--- config.mk ---
export PLATFORM = sky130hd
export DESIGN_NAME = regfile_wb_scheduler_flat
export DESIGN_NICKNAME = d
export VERILOG_FILES = /design/src/rtl/regfile_wb_scheduler_if.sv /design/src/rtl/regfile_wb_scheduler.sv /design/src/flat_wrapper.sv
export SDC_FILE = /design/constraint.sdc
export NUM_CORES = 1
export LEC_CHECK = 0
export BUFFER_PORTS_ARGS = -buffer_cell sky130_fd_sc_hd__buf_4
export CAP_MARGIN = 10
export CELL_PAD_IN_SITES_DETAIL_PLACEMENT = 0
export CELL_PAD_IN_SITES_GLOBAL_PLACEMENT = 1
export CORE_MARGIN = 1.5
export CORE_UTILIZATION = 48
export CTS_CLUSTER_DIAMETER = 50
export DETAILED_ROUTE_END_ITERATION = 12
export PLACE_DENSITY_LB_ADDON = 0.1
export SYNTH_ARGS = -nofsm -noshare
export SYNTH_HDL_FRONTEND = slang
export SYNTH_SLANG_ARGS = --single-unit
--- constraint.sdc ---
create_clock -name clk -period 6.85 [get_ports clk]
set_input_delay 1.0275 -clock clk [delete_from_list [all_inputs] [get_ports clk]]
set_output_delay 1.0275 -clock clk [all_outputs]
set_load 0.1 [all_outputs]
--- src/rtl/regfile_wb_scheduler_if.sv ---
// ---------------------------------------------------------------------------
// regfile_wb_scheduler_if
//
// Bundles the signals between the pipeline / MDU side and the register-file
// write-port scheduler.
//   master : pipeline writeback, MDU issue/result, decode source registers
//            (drives requests, observes ready/hazards/write port)
//   slave  : the scheduler itself
// ---------------------------------------------------------------------------
interface regfile_wb_scheduler_if;
    // Pipeline writeback
    logic        wb_valid;
    logic [4:0]  wb_rd;
    logic [31:0] wb_data;
    // MDU issue (scoreboard set) and result stream
    logic        mdu_issue_valid;
    logic [4:0]  mdu_issue_rd;
    logic        mdu_valid;
    logic        mdu_ready;
    logic [4:0]  mdu_rd;
    logic [31:0] mdu_data;
    // Decode hazard lookup
    logic [4:0]  rs1;
    logic [4:0]  rs2;
    logic        hazard_rs1;
    logic        hazard_rs2;
    // Pipeline flow control and status
    logic        wb_stall_req;
    logic        protocol_err;
    // Register-file write port
    logic        rf_we;
    logic [4:0]  rf_waddr;
    logic [31:0] rf_wdata;

    modport master (
        output wb_valid, wb_rd, wb_data,
        output mdu_issue_valid, mdu_issue_rd,
        output mdu_valid, mdu_rd, mdu_data,
        output rs1, rs2,
        input  mdu_ready, hazard_rs1, hazard_rs2,
        input  wb_stall_req, protocol_err,
        input  rf_we, rf_waddr, rf_wdata
    );

    modport slave (
        input  wb_valid, wb_rd, wb_data,
        input  mdu_issue_valid, mdu_issue_rd,
        input  mdu_valid, mdu_rd, mdu_data,
        input  rs1, rs2,
        output mdu_ready, hazard_rs1, hazard_rs2,
        output wb_stall_req, protocol_err,
        output rf_we, rf_waddr, rf_wdata
    );
endinterface

--- src/rtl/regfile_wb_scheduler.sv ---
// ---------------------------------------------------------------------------
// regfile_wb_scheduler
//
// Arbitrates the single register-file write port between the in-order
// writeback stage and a long-latency MDU. MDU results are buffered in a small
// FIFO; a per-register busy scoreboard lets decode see RAW hazards on pending
// MDU results. If the MDU is denied the port for STARVE_LIMIT consecutive
// cycles, a WB stall is requested so the FIFO can drain.
//
// Ports:
//   clk        clock
//   reset      asynchronous, active-high reset
//   bus        regfile_wb_scheduler_if.slave (WB, MDU, decode, write port)
//   perf_mdu_grants / perf_stall_reqs (16-bit saturating counters)
//              present only when RF_SCHED_PERF_EN is defined
//
// Parameters:
//   FIFO_DEPTH    MDU result buffer entries (power of 2, >= 2)
//   STARVE_LIMIT  denied MDU cycles before a WB stall is requested (1..15)
// ---------------------------------------------------------------------------
module regfile_wb_scheduler #(
    parameter int FIFO_DEPTH   = 2,
    parameter int STARVE_LIMIT = 4
) (
    input  logic                    clk,
    input  logic                    reset,
    regfile_wb_scheduler_if.slave   bus
`ifdef RF_SCHED_PERF_EN
    ,
    output logic [15:0]             perf_mdu_grants,
    output logic [15:0]             perf_stall_reqs
`endif
);

    localparam int AW = $clog2(FIFO_DEPTH);
    localparam int CW = AW + 1;

    // FIFO storage and state
    logic [4:0]    fifo_rd_q   [FIFO_DEPTH];
    logic [31:0]   fifo_data_q [FIFO_DEPTH];
    logic [AW-1:0] wr_ptr_q, rd_ptr_q;
    logic [CW-1:0] count_q, count_d;

    logic [31:0]   busy_q, busy_d;
    logic [3:0]    starve_q, starve_d;
    logic          stall_q, stall_d;
    logic          perr_q, perr_d;

    logic          rf_we_q, rf_we_d;
    logic [4:0]    rf_waddr_q, rf_waddr_d;
    logic [31:0]   rf_wdata_q, rf_wdata_d;

    logic          empty, full, wb_eff, push, grant_mdu, grant_wb;
    logic [4:0]    head_rd;
    logic [31:0]   head_data;

    assign empty     = (count_q == '0);
    assign full      = (count_q == CW'(FIFO_DEPTH));
    assign wb_eff    = bus.wb_valid && (bus.wb_rd != 5'd0);
    // Ready comes from registered fullness only: a pop in the same cycle
    // does not let a held MDU result in until the next cycle.
    assign push      = bus.mdu_valid && !full;
    // While a stall is requested the MDU wins even over a (protocol-violating) WB.
    assign grant_mdu = !empty && (stall_q || !wb_eff);
    assign grant_wb  = wb_eff && !grant_mdu;
    assign head_rd   = fifo_rd_q[rd_ptr_q];
    assign head_data = fifo_data_q[rd_ptr_q];

    assign count_d = count_q + CW'(push) - CW'(grant_mdu);

    always_comb begin
        starve_d = starve_q;
        if (empty || grant_mdu) begin
            starve_d = 4'd0;
        end else if (starve_q < 4'(STARVE_LIMIT)) begin
            starve_d = starve_q + 4'd1;
        end
    end

    // Asserts on the edge where the counter reaches the limit; once up it
    // holds until the MDU has been granted (grant also clears starve_d).
    assign stall_d = (stall_q && !grant_mdu) || (starve_d == 4'(STARVE_LIMIT));

    assign perr_d = perr_q || (bus.wb_valid && stall_q);

    always_comb begin
        busy_d = busy_q;
        if (grant_mdu) begin
            busy_d[head_rd] = 1'b0;
        end
        // Issue is applied after the clear so a same-cycle set wins.
        if (bus.mdu_issue_valid) begin
            busy_d[bus.mdu_issue_rd] = 1'b1;
        end
        busy_d[0] = 1'b0;
    end

    always_comb begin
        rf_we_d    = 1'b0;
        rf_waddr_d = 5'd0;
        rf_wdata_d = 32'd0;
        if (grant_mdu) begin
            // An MDU result targeting x0 is popped without writing.
            rf_we_d    = (head_rd != 5'd0);
            rf_waddr_d = head_rd;
            rf_wdata_d = head_data;
        end else if (grant_wb) begin
            rf_we_d    = 1'b1;
            rf_waddr_d = bus.wb_rd;
            rf_wdata_d = bus.wb_data;
        end
    end

    always_ff @(posedge clk or posedge reset) begin
        if (reset) begin
            wr_ptr_q   <= '0;
            rd_ptr_q   <= '0;
            count_q    <= '0;
            busy_q     <= '0;
            starve_q   <= 4'd0;
            stall_q    <= 1'b0;
            perr_q     <= 1'b0;
            rf_we_q    <= 1'b0;
            rf_waddr_q <= 5'd0;
            rf_wdata_q <= 32'd0;
        end else begin
            if (push) begin
                wr_ptr_q <= wr_ptr_q + AW'(1);
            end
            if (grant_mdu) begin
                rd_ptr_q <= rd_ptr_q + AW'(1);
            end
            count_q    <= count_d;
            busy_q     <= busy_d;
            starve_q   <= starve_d;
            stall_q    <= stall_d;
            perr_q     <= perr_d;
            rf_we_q    <= rf_we_d;
            rf_waddr_q <= rf_waddr_d;
            rf_wdata_q <= rf_wdata_d;
        end
    end

    // Payload storage needs no reset: occupancy is tracked by count_q.
    always_ff @(posedge clk) begin
        if (push) begin
            fifo_rd_q[wr_ptr_q]   <= bus.mdu_rd;
            fifo_data_q[wr_ptr_q] <= bus.mdu_data;
        end
    end

`ifdef RF_SCHED_PERF_EN
    logic [15:0] perf_grants_q, perf_stalls_q;

    always_ff @(posedge clk or posedge reset) begin
        if (reset) begin
            perf_grants_q <= 16'd0;
            perf_stalls_q <= 16'd0;
        end else begin
            if (grant_mdu && (perf_grants_q != 16'hFFFF)) begin
                perf_grants_q <= perf_grants_q + 16'd1;
            end
            if (stall_d && !stall_q && (perf_stalls_q != 16'hFFFF)) begin
                perf_stalls_q <= perf_stalls_q + 16'd1;
            end
        end
    end

    assign perf_mdu_grants = perf_grants_q;
    assign perf_stall_reqs = perf_stalls_q;
`endif

    assign bus.mdu_ready    = !full;
    assign bus.hazard_rs1   = busy_q[bus.rs1];
    assign bus.hazard_rs2   = busy_q[bus.rs2];
    assign bus.wb_stall_req = stall_q;
    assign bus.protocol_err = perr_q;
    assign bus.rf_we        = rf_we_q;
    assign bus.rf_waddr     = rf_waddr_q;
    assign bus.rf_wdata     = rf_wdata_q;

endmodule

--- src/flat_wrapper.sv ---
// flat-port wrapper written by rule: the top's interface ports become plain ports
module regfile_wb_scheduler_flat 
#(
    parameter int FIFO_DEPTH   = 2,
    parameter int STARVE_LIMIT = 4
)
  (clk, reset, bus_wb_valid, bus_wb_rd, bus_wb_data, bus_mdu_issue_valid, bus_mdu_issue_rd, bus_mdu_valid, bus_mdu_rd, bus_mdu_data, bus_rs1, bus_rs2, bus_mdu_ready, bus_hazard_rs1, bus_hazard_rs2, bus_wb_stall_req, bus_protocol_err, bus_rf_we, bus_rf_waddr, bus_rf_wdata);
  regfile_wb_scheduler_if bus_i ();
  input  logic clk;
  input  logic reset;
  input wire logic [$bits(bus_i.wb_valid)-1:0] bus_wb_valid;
  input wire logic [$bits(bus_i.wb_rd)-1:0] bus_wb_rd;
  input wire logic [$bits(bus_i.wb_data)-1:0] bus_wb_data;
  input wire logic [$bits(bus_i.mdu_issue_valid)-1:0] bus_mdu_issue_valid;
  input wire logic [$bits(bus_i.mdu_issue_rd)-1:0] bus_mdu_issue_rd;
  input wire logic [$bits(bus_i.mdu_valid)-1:0] bus_mdu_valid;
  input wire logic [$bits(bus_i.mdu_rd)-1:0] bus_mdu_rd;
  input wire logic [$bits(bus_i.mdu_data)-1:0] bus_mdu_data;
  input wire logic [$bits(bus_i.rs1)-1:0] bus_rs1;
  input wire logic [$bits(bus_i.rs2)-1:0] bus_rs2;
  output wire logic [$bits(bus_i.mdu_ready)-1:0] bus_mdu_ready;
  output wire logic [$bits(bus_i.hazard_rs1)-1:0] bus_hazard_rs1;
  output wire logic [$bits(bus_i.hazard_rs2)-1:0] bus_hazard_rs2;
  output wire logic [$bits(bus_i.wb_stall_req)-1:0] bus_wb_stall_req;
  output wire logic [$bits(bus_i.protocol_err)-1:0] bus_protocol_err;
  output wire logic [$bits(bus_i.rf_we)-1:0] bus_rf_we;
  output wire logic [$bits(bus_i.rf_waddr)-1:0] bus_rf_waddr;
  output wire logic [$bits(bus_i.rf_wdata)-1:0] bus_rf_wdata;
  assign bus_i.wb_valid = bus_wb_valid;
  assign bus_i.wb_rd = bus_wb_rd;
  assign bus_i.wb_data = bus_wb_data;
  assign bus_i.mdu_issue_valid = bus_mdu_issue_valid;
  assign bus_i.mdu_issue_rd = bus_mdu_issue_rd;
  assign bus_i.mdu_valid = bus_mdu_valid;
  assign bus_i.mdu_rd = bus_mdu_rd;
  assign bus_i.mdu_data = bus_mdu_data;
  assign bus_i.rs1 = bus_rs1;
  assign bus_i.rs2 = bus_rs2;
  assign bus_mdu_ready = bus_i.mdu_ready;
  assign bus_hazard_rs1 = bus_i.hazard_rs1;
  assign bus_hazard_rs2 = bus_i.hazard_rs2;
  assign bus_wb_stall_req = bus_i.wb_stall_req;
  assign bus_protocol_err = bus_i.protocol_err;
  assign bus_rf_we = bus_i.rf_we;
  assign bus_rf_waddr = bus_i.rf_waddr;
  assign bus_rf_wdata = bus_i.rf_wdata;
  regfile_wb_scheduler #(.FIFO_DEPTH(FIFO_DEPTH), .STARVE_LIMIT(STARVE_LIMIT)) u_core (.clk(clk), .reset(reset), .bus(bus_i));
endmodule
==> impl_metrics.json <==
{
  "status": "finished clean",
  "post-place-cells": 749,
  "p_int_w": 0.002246,
  "final.setup_skew_ns": 0.007495,
  "via_count": 4355,
  "p_sw_frac": 0.4136,
  "antenna_left": 0,
  "cts_buffer_depth": 2,
  "rows": 42,
  "place_congestion": 0.8402,
  "wl_per_cell_um": 18.52,
  "clkPwrFrac": 0.242,
  "setup_viol": 0,
  "grt_pass1_wl_mm": 23.08,
  "track_usage": 0.2148,
  "yosysUniqueCellTypes": 44,
  "worstPathRequired_ns": 5.82,
  "dieHeight_um": 119.2,
  "cts.reportedPaths.clkPinSlew_ns": 0.06,
  "dr.pass1.iters": 4,
  "synthesis.area_mm2": 0.006481,
  "p_switching_w": 0.001584,
  "min_path_type": "flip-flop to flip-flop",
  "tightest_slew_ns": 1.067,
  "irDropWorstVdd_uv": 284.8,
  "port_buffers": 136,
  "r2r_setup_slack_ns": 4.31,
  "slew_violations": 0,
  "fill_cells": 1049,
  "rsz0062_at_grt": "no",
  "synth_top_area_share": 0.3429,
  "grt_start_max_net_pins": 80,
  "post_cts_resized": 0,
  "total_leakage_power_nw": 3.376,
  "power.total_w": 0.003831,
  "power_density_mw_per_mm2": 464.4,
  "synth_seq_cells": 153,
  "drt_iter0_markers": 222,
  "fin_cells": 781,
  "final_nets": 689,
  "cts_buffers": 17,
  "synth_area_leaders": "edfxtp_1, dfrtp_1, mux2i_1, o2bb2ai_1, o31ai_1",
  "relSlewSlack": 0.2870,
  "cts-root-buf": "clkbuf_16",
  "totalWireLength_mm": 14.46,
  "async_reset_ff_frac": 0.5163,
  "area_delta_synth_final_pct": 27.28,
  "fin_setup_tns_ns": 0,
  "synth_fp_nets": 554,
  "drcViolationCount": 0,
  "fmax_mhz": 301.3,
  "synth_flop_cell": "dfrtp_1",
  "path_class": "primary input to output pin",
  "first_global_vias": 4534,
  "antenna_found_initial": 0,
  "ys_seq_area_frac": 0.6479,
  "place_ws_ns": 3.328,
  "cts.sink_count": 153,
  "arrival_ns": 2.29,
  "grt_overflow_total": 0,
  "endpoint_kind": "output pin",
  "antennaDiodeCount": 0,
  "tritoncts": "done",
  "setup_ws_ns": 3.531,
  "fp.dieW_um": 119.2,
  "mostFrequentLayoutCell": "buf_4",
  "dp_hpwl_mm": 10.04,
  "post_cts_buffers": 0,
  "yosysTopAreaCell": "edfxtp_1",
  "drive_gt1_frac": 0.3140,
  "ys.warnings.count": 0,
  "synth_edf_count": 74,
  "cts_max_level": 4,
  "period_share": 0.4845,
  "syn_avg_cell_area_um2": 14.18,
  "fp.dieArea_mm2": 0.01421,
  "io_pins": 137,
  "final_cell_mix": "buf_4, dfrtp_1, edfxtp_1",
  "cts_hold_buf": 0,
  "coreArea_mm2": 0.01319,
  "maxCapViolations": 0,
  "finalHoldViolCount": 0,
  "start_kind": "primary input",
  "crit_fanout": 7,
  "p_comb_frac": 0.382,
  "viasPerCell": 5.576,
  "clock_latency_ns": 0.42,
  "period_needed_ns": 3.319,
  "start_util": 0.4914,
  "power.share.sequential": 0.376,
  "synthCells": 457
}
-- cells by family after synthesis --
family / share of synthesized area
flops: 0.6479
compound gates: 0.1456
simple gates: 0.06178
mux: 0.1110
buf+inv: 0.02124
xor+xnor: 0.006756
fa+ha+maj: 0.005792
-- power groups by stage --
stage,Combinational [W],Clock [W],Sequential [W]
after floorplan,0.000624,0,0.00191
after global placement,0.00145,0,0.00144
after detailed placement,0.00147,0,0.00146
after CTS,0.00147,0.000938,0.00144
after global routing,0.00155,0.000976,0.00147
final,0.00146,0.000927,0.00144
-- routing by layer --
layer / global-route usage / wire length [µm] / up-vias / share of wire
met5: 0 / 0 / - / 0
met3: 0.05651 / 939 / 28 / 0.065
met1: 0.2680 / 6032 / 2138 / 0.42
met2: 0.3501 / 7087 / 127 / 0.49
met4: 0.1024 / 403 / 0 / 0.028
li1: - / - / 2062 / -
-- worst max-delay path, cell delays in order --
cell      delay, ns
buf_4          0.14
mux4_2         0.50
nand2b_1       0.15
o211ai_1       0.10
nand4_1        0.12
buf_4          0.25
-- sequential cells by signal (all words and copies together) (netlist names), 2 cells and up --
register             cells
u_core.fifo_data_q      64
u_core.bus.rf_wdata     32
u_core.fifo_rd_q        10
u_core.bus.rf_waddr      5
u_core.busy_q           31
u_core.starve_q          4
u_core.count_q           2
-- cell type report --
class | count | area [µm²] | area share
timing repair buffer | 138 | 1036 | 0.1256
clock inverter | 13 | 143.9 | 0.01744
sequential | 153 | 4200 | 0.5092
clock buffer | 19 | 452.9 | 0.05491
inverter | 9 | 35.03 | 0.004247
multi-input combinational | 273 | 2161 | 0.2619
tap | 176 | 220.2 | 0.02669
-- synthesized netlist by cell type, types with 5 or more instances --
master / instances
dfrtp_1: 79
edfxtp_1: 74
mux2i_1: 55
o2bb2ai_1: 38
o21ai_0: 32
o31ai_1: 28
nand3_1: 15
clkbuf_1: 13
nor2_1: 13
a21oi_1: 10
inv_1: 9
nand2_1: 8
mux4_2: 6
nand3b_1: 6
nand4_1: 6
buf_2: 5
xnor2_1: 5
-- path summary, 6_finish.rpt --
path	from	endpoint	cells past startpoint
worst max-delay path	bus_rs1[0]	bus_hazard_rs1	6
worst min-delay path	u_core.bus.protocol_err	u_core.bus.protocol_err	1
worst max register to register	u_core.count_q[1]	u_core.count_q[1]	8
worst min register to register	u_core.bus.protocol_err	u_core.bus.protocol_err	1
max in group asynchronous	reset	u_core.rd_ptr_q	3
min in group asynchronous	reset	u_core.starve_q[2]	3
-- metrics by stage --
stage,hold slack (ns),area [µm²],util
after floorplan,0.4608,6481,-
after global placement,0.4412,7652,0.5802
after detailed placement,0.4584,7652,0.5802
after CTS,0.4750,8249,0.6254
after global routing,0.4981,8249,0.6254
final,0.4712,8249,0.6254
No activity file was read; power rests on OpenSTA's default activity.
